[src/rtl/vector_pkg.sv]
// Shared numeric types, frame defaults and scheduler state encoding for the ray pipeline.
package vector_pkg;

    localparam int FP_FRAC_BITS = 21;
    localparam int DEF_H_RES    = 640;
    localparam int DEF_V_RES    = 480;

    typedef logic signed [31:0] fp;

    typedef struct packed {
        fp x;
        fp y;
        fp z;
    } vec3;

    typedef enum logic [2:0] {
        S_IDLE  = 3'd0,
        S_LATCH = 3'd1,
        S_RUN   = 3'd2,
        S_DRAIN = 3'd3,
        S_DONE  = 3'd4
    } sched_state_t;

    // Integer pixel index to Q11.21.
    function automatic fp int_to_fp(input logic [31:0] v);
        return fp'(v << FP_FRAC_BITS);
    endfunction

endpackage

[src/rtl/ray_pixel_scheduler_if.sv]
// Host/generator-facing bundle of the pixel scheduler: master = host side, slave = scheduler.
interface ray_pixel_scheduler_if;
    import vector_pkg::*;

    logic        frame_start;
    logic        frame_abort;
    vec3         cam_forward_in;
    vec3         cam_right_in;
    vec3         cam_up_in;
    logic        ray_valid;
    logic        credit_return;

    vec3         camera_forward;
    vec3         camera_right;
    vec3         camera_up;
    fp           screen_x;
    fp           screen_y;
    logic        pix_valid;
    logic        busy;
    logic        frame_done;
    logic        credit_err;
    logic [31:0] stall_cycles;

    modport master (
        output frame_start, frame_abort, cam_forward_in, cam_right_in, cam_up_in,
               ray_valid, credit_return,
        input  camera_forward, camera_right, camera_up, screen_x, screen_y,
               pix_valid, busy, frame_done, credit_err, stall_cycles
    );

    modport slave (
        input  frame_start, frame_abort, cam_forward_in, cam_right_in, cam_up_in,
               ray_valid, credit_return,
        output camera_forward, camera_right, camera_up, screen_x, screen_y,
               pix_valid, busy, frame_done, credit_err, stall_cycles
    );

endinterface

[src/rtl/ray_pixel_scheduler_credit_counter.sv]
// Saturating up/down counter; an out-of-range step holds the value and raises o_err for that cycle.
module credit_counter #(
    parameter int MAX_COUNT  = 16,
    parameter int INIT_COUNT = 0,
    parameter int W          = $clog2(MAX_COUNT + 1)
) (
    input  logic         clk,
    input  logic         rst,
    input  logic         i_inc,
    input  logic         i_dec,
    output logic [W-1:0] o_count,
    output logic         o_err
);

    logic [W-1:0] r_count;
    logic [W-1:0] w_next;
    logic         w_err;

    // Next count: simultaneous inc/dec cancel out.
    always_comb begin
        w_next = r_count;
        w_err  = 1'b0;
        if (i_inc && !i_dec) begin
            if (r_count == W'(MAX_COUNT)) begin
                w_err = 1'b1;
            end else begin
                w_next = r_count + W'(1);
            end
        end else if (i_dec && !i_inc) begin
            if (r_count == W'(0)) begin
                w_err = 1'b1;
            end else begin
                w_next = r_count - W'(1);
            end
        end else begin
            w_next = r_count;
        end
    end

    // Count register.
    always_ff @(posedge clk or posedge rst) begin
        if (rst) begin
            r_count <= W'(INIT_COUNT);
        end else begin
            r_count <= w_next;
        end
    end

    assign o_count = r_count;
    assign o_err   = w_err;

endmodule

[src/rtl/ray_pixel_scheduler.sv]
// Raster-order, credit-throttled pixel issuer with frozen per-frame camera basis.
// Optional stall counter enabled by defining RAY_SCHED_PERF_EN.
module ray_pixel_scheduler
    import vector_pkg::*;
#(
    parameter int H_RES   = DEF_H_RES,
    parameter int V_RES   = DEF_V_RES,
    parameter int CREDITS = 16
) (
    input  logic                clk,
    input  logic                rst,
    ray_pixel_scheduler_if.slave bus
);

    localparam int PX_W = (H_RES > 1) ? $clog2(H_RES) : 1;
    localparam int PY_W = (V_RES > 1) ? $clog2(V_RES) : 1;
    localparam int CW   = $clog2(CREDITS + 1);

    sched_state_t    r_state;
    sched_state_t    w_next_state;
    logic [PX_W-1:0] r_px;
    logic [PY_W-1:0] r_py;
    logic [CW-1:0]   w_credits;
    logic [CW-1:0]   w_inflight;
    logic            w_credits_err;
    logic            w_inflight_err;
    logic            w_issue;
    logic            w_last_px;
    logic            w_last_pix;

    fp               r_screen_x;
    fp               r_screen_y;
    vec3             r_cam_forward;
    vec3             r_cam_right;
    vec3             r_cam_up;
    logic            r_pix_valid;
    logic            r_busy;
    logic            r_frame_done;
    logic            r_credit_err;

    // A same-cycle credit return lets RUN issue even at zero credits.
    assign w_issue    = (r_state == S_RUN) && !bus.frame_abort &&
                        ((w_credits != CW'(0)) || bus.credit_return);
    assign w_last_px  = (r_px == PX_W'(H_RES - 1));
    assign w_last_pix = w_last_px && (r_py == PY_W'(V_RES - 1));

    credit_counter #(
        .MAX_COUNT (CREDITS),
        .INIT_COUNT(CREDITS),
        .W         (CW)
    ) u_credits (
        .clk    (clk),
        .rst    (rst),
        .i_inc  (bus.credit_return),
        .i_dec  (w_issue),
        .o_count(w_credits),
        .o_err  (w_credits_err)
    );

    credit_counter #(
        .MAX_COUNT (CREDITS),
        .INIT_COUNT(0),
        .W         (CW)
    ) u_inflight (
        .clk    (clk),
        .rst    (rst),
        .i_inc  (w_issue),
        .i_dec  (bus.ray_valid),
        .o_count(w_inflight),
        .o_err  (w_inflight_err)
    );

    // Frame sequencing next-state logic.
    always_comb begin
        w_next_state = r_state;
        case (r_state)
            S_IDLE: begin
                if (bus.frame_start) w_next_state = S_LATCH;
                else                 w_next_state = S_IDLE;
            end
            S_LATCH: w_next_state = S_RUN;
            S_RUN: begin
                if (bus.frame_abort || (w_issue && w_last_pix)) w_next_state = S_DRAIN;
                else                                             w_next_state = S_RUN;
            end
            S_DRAIN: begin
                if (w_inflight == CW'(0)) w_next_state = S_DONE;
                else                      w_next_state = S_DRAIN;
            end
            S_DONE:  w_next_state = S_IDLE;
            default: w_next_state = S_IDLE;
        endcase
    end

    // State register.
    always_ff @(posedge clk or posedge rst) begin
        if (rst) r_state <= S_IDLE;
        else     r_state <= w_next_state;
    end

    // Registered strobes and sticky error, all derived from the upcoming state.
    always_ff @(posedge clk or posedge rst) begin
        if (rst) begin
            r_pix_valid  <= 1'b0;
            r_busy       <= 1'b0;
            r_frame_done <= 1'b0;
            r_credit_err <= 1'b0;
        end else begin
            r_pix_valid  <= w_issue;
            r_busy       <= (w_next_state != S_IDLE);
            r_frame_done <= (w_next_state == S_DONE);
            r_credit_err <= r_credit_err | w_credits_err | w_inflight_err;
        end
    end

    // Camera capture and raster walk; coordinates register alongside pix_valid.
    always_ff @(posedge clk or posedge rst) begin
        if (rst) begin
            r_cam_forward <= '0;
            r_cam_right   <= '0;
            r_cam_up      <= '0;
            r_px          <= PX_W'(0);
            r_py          <= PY_W'(0);
            r_screen_x    <= 32'sd0;
            r_screen_y    <= 32'sd0;
        end else if (r_state == S_LATCH) begin
            r_cam_forward <= bus.cam_forward_in;
            r_cam_right   <= bus.cam_right_in;
            r_cam_up      <= bus.cam_up_in;
            r_px          <= PX_W'(0);
            r_py          <= PY_W'(0);
        end else if (w_issue) begin
            r_screen_x <= int_to_fp(32'(r_px));
            r_screen_y <= int_to_fp(32'(r_py));
            if (w_last_px) begin
                r_px <= PX_W'(0);
                r_py <= r_py + PY_W'(1);
            end else begin
                r_px <= r_px + PX_W'(1);
            end
        end
    end

`ifdef RAY_SCHED_PERF_EN
    logic [31:0] r_stall_cycles;

    // Cycles in RUN lost to an empty credit pool, saturating.
    always_ff @(posedge clk or posedge rst) begin
        if (rst) begin
            r_stall_cycles <= 32'd0;
        end else if (r_state == S_LATCH) begin
            r_stall_cycles <= 32'd0;
        end else if ((r_state == S_RUN) && !bus.frame_abort && (w_credits == CW'(0)) &&
                     !bus.credit_return && (r_stall_cycles != 32'hFFFF_FFFF)) begin
            r_stall_cycles <= r_stall_cycles + 32'd1;
        end
    end

    assign bus.stall_cycles = r_stall_cycles;
`else
    assign bus.stall_cycles = 32'd0;
`endif

    assign bus.camera_forward = r_cam_forward;
    assign bus.camera_right   = r_cam_right;
    assign bus.camera_up      = r_cam_up;
    assign bus.screen_x       = r_screen_x;
    assign bus.screen_y       = r_screen_y;
    assign bus.pix_valid      = r_pix_valid;
    assign bus.busy           = r_busy;
    assign bus.frame_done     = r_frame_done;
    assign bus.credit_err     = r_credit_err;

endmodule

[src/flat_wrapper.sv]
// flat-port wrapper written by rule: the top's interface ports become plain ports
module ray_pixel_scheduler_flat import vector_pkg::*;
#(
    parameter int H_RES   = DEF_H_RES,
    parameter int V_RES   = DEF_V_RES,
    parameter int CREDITS = 16
)
  (clk, rst, bus_frame_start, bus_frame_abort, bus_cam_forward_in, bus_cam_right_in, bus_cam_up_in, bus_ray_valid, bus_credit_return, bus_camera_forward, bus_camera_right, bus_camera_up, bus_screen_x, bus_screen_y, bus_pix_valid, bus_busy, bus_frame_done, bus_credit_err, bus_stall_cycles);
  ray_pixel_scheduler_if bus_i ();
  input  logic clk;
  input  logic rst;
  input wire logic [$bits(bus_i.frame_start)-1:0] bus_frame_start;
  input wire logic [$bits(bus_i.frame_abort)-1:0] bus_frame_abort;
  input wire logic [$bits(bus_i.cam_forward_in)-1:0] bus_cam_forward_in;
  input wire logic [$bits(bus_i.cam_right_in)-1:0] bus_cam_right_in;
  input wire logic [$bits(bus_i.cam_up_in)-1:0] bus_cam_up_in;
  input wire logic [$bits(bus_i.ray_valid)-1:0] bus_ray_valid;
  input wire logic [$bits(bus_i.credit_return)-1:0] bus_credit_return;
  output wire logic [$bits(bus_i.camera_forward)-1:0] bus_camera_forward;
  output wire logic [$bits(bus_i.camera_right)-1:0] bus_camera_right;
  output wire logic [$bits(bus_i.camera_up)-1:0] bus_camera_up;
  output wire logic [$bits(bus_i.screen_x)-1:0] bus_screen_x;
  output wire logic [$bits(bus_i.screen_y)-1:0] bus_screen_y;
  output wire logic [$bits(bus_i.pix_valid)-1:0] bus_pix_valid;
  output wire logic [$bits(bus_i.busy)-1:0] bus_busy;
  output wire logic [$bits(bus_i.frame_done)-1:0] bus_frame_done;
  output wire logic [$bits(bus_i.credit_err)-1:0] bus_credit_err;
  output wire logic [$bits(bus_i.stall_cycles)-1:0] bus_stall_cycles;
  assign bus_i.frame_start = bus_frame_start;
  assign bus_i.frame_abort = bus_frame_abort;
  assign bus_i.cam_forward_in = bus_cam_forward_in;
  assign bus_i.cam_right_in = bus_cam_right_in;
  assign bus_i.cam_up_in = bus_cam_up_in;
  assign bus_i.ray_valid = bus_ray_valid;
  assign bus_i.credit_return = bus_credit_return;
  assign bus_camera_forward = bus_i.camera_forward;
  assign bus_camera_right = bus_i.camera_right;
  assign bus_camera_up = bus_i.camera_up;
  assign bus_screen_x = bus_i.screen_x;
  assign bus_screen_y = bus_i.screen_y;
  assign bus_pix_valid = bus_i.pix_valid;
  assign bus_busy = bus_i.busy;
  assign bus_frame_done = bus_i.frame_done;
  assign bus_credit_err = bus_i.credit_err;
  assign bus_stall_cycles = bus_i.stall_cycles;
  ray_pixel_scheduler #(.H_RES(H_RES), .V_RES(V_RES), .CREDITS(CREDITS)) u_core (.clk(clk), .rst(rst), .bus(bus_i));
endmodule
[config.mk]
export PLATFORM = sky130hd
export DESIGN_NAME = ray_pixel_scheduler_flat
export DESIGN_NICKNAME = d
export VERILOG_FILES = /design/src/rtl/vector_pkg.sv /design/src/rtl/ray_pixel_scheduler_if.sv /design/src/rtl/ray_pixel_scheduler_credit_counter.sv /design/src/rtl/ray_pixel_scheduler.sv /design/src/flat_wrapper.sv
export SDC_FILE = /design/constraint.sdc
export NUM_CORES = 1
export LEC_CHECK = 0
export ABC_AREA = 1
export CORE_AREA = 2 2 265 267
export DETAILED_ROUTE_END_ITERATION = 6
export DIE_AREA = 0 0 267 269
export SYNTH_ARGS = -nofsm -noshare
export SYNTH_HDL_FRONTEND = slang
export SYNTH_HIERARCHICAL = 1
export SYNTH_SLANG_ARGS = --single-unit
[constraint.sdc]
create_clock -name clk -period 27.6 [get_ports clk]
set_input_delay 5.52 -clock clk [delete_from_list [all_inputs] [get_ports clk]]
set_output_delay 5.52 -clock clk [all_outputs]
set_load 0.05 [all_outputs]
* After elaboration in Yosys (flattened, before gate mapping)
Cells that the tools add are included.
** Storage, ports and cells
- Memory bits (read-only) :: 0
- Bits of input ports :: 294
- Memories kept :: 0
- Flip-flop bits (word level) :: 343
- Bits in latches :: 0
- RAM bits :: 0
** Operators by class
- $mul :: 0
- Magnitude comparators :: 0
- Shift-type cells :: 0
- Reductions and logical operators :: 27
- Multiplexer cells :: 26
- $add $sub $neg :: 6
- Bitwise operators :: 3
- Divide/modulo/power cells :: 0
- Equal/unequal tests :: 12
** Operator list (count)
- $mux W5 :: 8
- $mux W10 :: 3
- $mux W9 :: 3
- $pmux W3 S4 :: 1
- $add A10 B1 Y10 const B :: 1
- $add A5 B1 Y5 const B :: 2
- $eq A10 B10 Y1 const B :: 1
- $eq A5 B5 Y1 const B :: 2
- $logic_not A5 Y1 :: 2
- $mux W1 :: 10
- $sub A5 B1 Y5 const B :: 2
- $add A9 B1 Y9 const B :: 1
- $eq A9 B9 Y1 const B :: 1
- $logic_and A1 B1 Y1 :: 8
- $ne A2 B2 Y1 const B :: 4
- $reduce_bool A2 Y1 :: 4
- $eq A3 B2 Y1 const B :: 2
- $reduce_and A3 Y1 :: 2
- $reduce_bool A5 Y1 :: 1
- $logic_not A1 Y1 :: 4
- $reduce_and A2 Y1 :: 2
- $eq A3 B1 Y1 const B :: 1
- $eq A3 B3 Y1 const B :: 1
- $logic_not A3 Y1 :: 1
- other kinds (5) :: 7

* Depth between registers and ports, before layout
- Word-level depth :: 8
- Mapped depth :: 16

* Modules after synthesis
Netlist, hierarchy kept.
** By module, submodules not included
- ray_pixel_scheduler :: cells an instance 1544, times used 1, area each 13465.4 µm²
- credit_counter at u_core.u_credits :: cells an instance 66, times used 1, area each 474.2 µm²
- credit_counter at u_core.u_inflight :: cells an instance 66, times used 1, area each 473.0 µm²

* Least setup slack after synthesis
Ideal clock, no wire load.
- Path type :: input to register
- Start point :: in bus_credit_return
- End point :: reg u_core.u_inflight.r_count[3] (netlist: u_core/u_inflight/o_count[3])
- Required time :: 27.484 ns
- Library setup time :: 0.116 ns
- Setup slack :: 20.297 ns
- Arrival time :: 7.187 ns
- Buffers on the path :: 0
- Stages :: 12
- Cell sequence :: nor2_1 > nand3_1 > nand2_4 > clkinv_1 > ha_1 > inv_2 > ha_1 > or2_1 > nand3_1 > nand2_1 > nand2_1 > nand2_1
** On the way
- Cells in the longest elaborated chain, start to end :: 6
- Elaborated cells between the ends (all ways) :: 10
- Classes of those cells :: eq/ne: 2; mux: 1; reduce/logical: 7
** RTL lines
- start: declaration :: line flat_wrapper.sv:18 : input wire logic [$bits(bus_i.credit_return)-1:0] bus_credit_return;
- $logic_or A1 B1 Y1 * :: line ray_pixel_scheduler.sv:43 : ((w_credits != CW'(0)) || bus.credit_return);
- $logic_and A1 B1 Y1 * :: line ray_pixel_scheduler.sv:42 : assign w_issue = (r_state == S_RUN) && !bus.frame_abort &&
- net u_core.w_issue :: line ray_pixel_scheduler.sv:27 : logic w_issue;
- $logic_not A1 Y1 :: line ray_pixel_scheduler_credit_counter.sv:29 : end else if (i_dec && !i_inc) begin
- $logic_and A1 B1 Y1 :: line ray_pixel_scheduler_credit_counter.sv:29
- $reduce_bool A2 Y1 (no source line)
- $reduce_and A3 Y1 (no source line)
- end signal: assignment :: line ray_pixel_scheduler_credit_counter.sv:43 : r_count <= W'(INIT_COUNT);
- end signal: assignment :: line ray_pixel_scheduler_credit_counter.sv:45 : r_count <= w_next;
- end: declaration :: line ray_pixel_scheduler_credit_counter.sv:15 : logic [W-1:0] r_count;
Mark *: on every way through the listed nets, which the timed path passes. The rest lies on a longest branch.
A chain may end at the register's enable or synchronous reset.

* Worst setup path after layout
Same ends and word-level chain as after synthesis.

==> impl_metrics.toml <==
[status]
outcome = "finished, final reports clean"

[sta]
tns_ns = 0
rsz0062_at_grt = "false"
max_freq_ghz = 0.128
finalClockSkew_ns = 0.0108
post-route-period-util_pct = 28.3
drv_slew = 0
hold_viol = 0
worstMarginPinSlew_ns = 0.957
setup_viol_count_final = 0
min_period_ns = 7.80
slew_headroom_pct = 36.2
worst_slack_ns = 19.80

[logic_synthesis]
yosys-top-cells-area = "dfrtp_1, nand2_1, buf_4"
syn_inst = 1676
synthDistinctLibCells = 34
synthFlopType = "dfrtp_1"
synth_area_um2 = 14400
yosys.area.top_type = "dfrtp_1"
yosys.area.top_type_share_pct = 59.4
yosysSeqAreaShare_pct = 59.6
ys_async_sr_fraction_pct = 100
synth-seq-cells = 343
synth_common_cells = "nand2_1, dfrtp_1, buf_4"
synth_most_common_cell = "nand2_1"
yosysWarnings = 6
synth_edf_count = 0
syn_area_per_cell_um2 = 8.60

[clock_network]
cts.path.max_buffers = 3
cts_inserted_buffers = 41
clkTransAtPathRegs_ns = 0.06
cts_root_buffer = "clkbuf_16"
htree_levels = 2
clkLatencyLatePin_ns = 0.56
cts_tree = "built"
post_cts_buffers = 0
cts_resized = 0
postCtsHoldBufs = 0
cts.sinks = 343

[worst_setup_path]
required_ns = 28.04
worstSetupPathType = "in -> reg"
start_kind = "primary input"
worstPathArrival_ns = 8.24
worst-path-max-fanout = 36
cp-end-kind = "flop"

[pwr]
totalPowerFinal_w = 0.00326
internal_power_w = 0.00163
leakage_nw = 10.9
seq_power_share_pct = 26.9
switching_share_pct = 50.0
pwr-share-comb_pct = 55.9
power.switching_w = 0.00163
peakVddDrop_uv = 76.2
p_clk_share_pct = 17.2
pwr_density_cell_nw_per_um2 = 145

[placed_design]
place.gp.congestion = 0.786
post-place-ws_ns = 19.15
place_area_um2 = 21100
io_buffers = 604
dpl.hpwl_um = 33000

[cells_and_area]
fill_cells = 7232
layout-drive-gt1-share_pct = 5.36
area.growth.synth_to_final_pct = 56.0
layout.nets = 2571
finalInstanceArea_um2 = 22500

[routing]
postRouteAntennaNets = 0
dr.pass1.iters = 7
dr.first_iter.drc_count = 593
wl_per_cell_um = 14.3
viasPerCell = 3.80
vias = 12293
wl_um = 46300
drcViolationCount = 0

[grt]
grt_pass1_vias = 11750
grt_first_pass_wirelength_um = 68200
antenna_found_initial = 5
grt_overflow = 0
grt_max_degree = 124
grt_usage_pct = 12.1

[die]
initial_core_util_pct = 20.8
design.die.area_um2 = 71800
io_pins = 682
rows = 97
die_y_um = 269
core_um2 = 69300
dieWidth_um = 267

[worst_hold_path]
hp-class = "reg -> reg"

[job]
maxCapViolations = 0
## cell families (layout without fill, tap and decap cells)
| logic type | after synthesis | in the layout | synth area share (%) |
|---|---|---|---|
| simple gates | 1074 | 1074 | 29.4 |
| flops | 343 | 343 | 59.6 |
| buf+inv | 198 | 739 | 7.82 |
| compound gates | 40 | 40 | 1.49 |
| fa+ha+maj | 14 | 14 | 1.32 |
| xor+xnor | 6 | 6 | 0.365 |
| other cells | 1 | 78 | 0.0260 |
## cells in the final DEF, fill, tap and decap left out, types with 6 or more instances in the layout
cell               n
nand2_1          977
clkinv_2           7
nor2_4             8
inv_1             40
clkdlybuf4s50_1  604
ha_1              12
nor2_1            35
conb_1            77
xor2_1             6
clkbuf_16         43
inv_2              8
clkbuf_8          10
o21ai_0           25
buf_4             10
dfrtp_1          342
nand2_2           10
nand3_1           21
## layout make-up
class / instances / area, um^2 / share of cell area (%)
flip-flops and latches: 343 / 8580 / 38.2
repair buffers: 614 / 6120 / 27.2
multi-input cells: 1211 / 4990 / 22.2
clock buffers: 58 / 1230 / 5.48
well taps: 940 / 1180 / 5.23
inverters: 52 / 215 / 0.957
clock inverters: 15 / 166 / 0.740
diodes: 1 / 2.50 / 0.0111
## worst max-delay path: stages
cell and delay (ns):
clkdlybuf4s50_1 0.46, nor2_1 0.11, nand3_1 0.14, nand2_4 0.30, clkinv_1 0.43, ha_1 0.40, inv_2 0.12, ha_1 0.27
or2_1 0.26, nand3_1 0.08, nand2_1 0.05, nand2_1 0.05, nand2_1 0.04
## sequential cells by signal, indices dropped and copies added (netlist names)
signal and flops:
u_core/bus.camera_forward 96, u_core/bus.camera_right 96, u_core/bus.camera_up 96, u_core/bus.screen_x 10, u_core/r_px 10, u_core/bus.screen_y 9, u_core/r_py 9, u_core/u_credits/o_count 5
u_core/u_inflight/o_count 5, u_core/r_state 3, u_core/bus.busy 1, u_core/bus.credit_err 1, u_core/bus.frame_done 1, u_core/bus.pix_valid 1
## path summary, 6_finish.rpt
kind / startpoint / endpoint / slack (ns) / depth (start not counted)
max: bus_credit_return / u_core/u_inflight/o_count[3]$_DFFE_PP0P_ / 19.80 / 13
min: u_core/bus.camera_up[74]$_DFFE_PP0P_ / u_core/bus.camera_up[74]$_DFFE_PP0P_ / 0.47 / 2
max reg2reg: u_core/r_state[1]$_DFF_PP0_ / u_core/bus.camera_up[86]$_DFFE_PP0P_ / 24.21 / 6
min reg2reg: u_core/bus.camera_up[74]$_DFFE_PP0P_ / u_core/bus.camera_up[74]$_DFFE_PP0P_ / 0.47 / 2
max in group asynchronous: rst / u_core/bus.camera_right[63]$_DFFE_PP0P_ / 19.83 / 4
min in group asynchronous: rst / u_core/u_credits/o_count[2]$_DFFE_PP0P_ / 5.36 / 2
## per-stage QoR
step | hold slack (ns) | utilization, % | std cells
2_1_floorplan | 0.464 | - | 1752
3_3_place_gp | 0.453 | 30.4 | 3160
3_5_place_dp | 0.457 | 30.4 | 3160
4_1_cts | 0.472 | 32.4 | 3233
5_1_grt | 0.481 | 32.5 | 3234
6_report | 0.466 | 32.5 | 3234
## per-layer routing
layer	track usage, %	share of wire, %	vias to the layer above	routed length, um
li1	-	-	6087	-
met1	14.0	39	5724	18100
met4	3.72	2.1	8	994
met2	20.7	49	412	22800
met5	0	0.091	-	42
met3	4.79	9.4	62	4330
## power by group through the flow
stage | combinational (W) | sequential [W] | clock [W]
final | 0.00182 | 0.000878 | 0.000559
after global routing | 0.00195 | 0.000907 | 0.000603
after CTS | 0.00185 | 0.000880 | 0.000583
after detailed placement | 0.00184 | 0.000882 | 0
after global placement | 0.00184 | 0.000880 | 0
after floorplan | 0.000476 | 0.00162 | 0
Note: power is estimated with default switching activity, not from simulation.
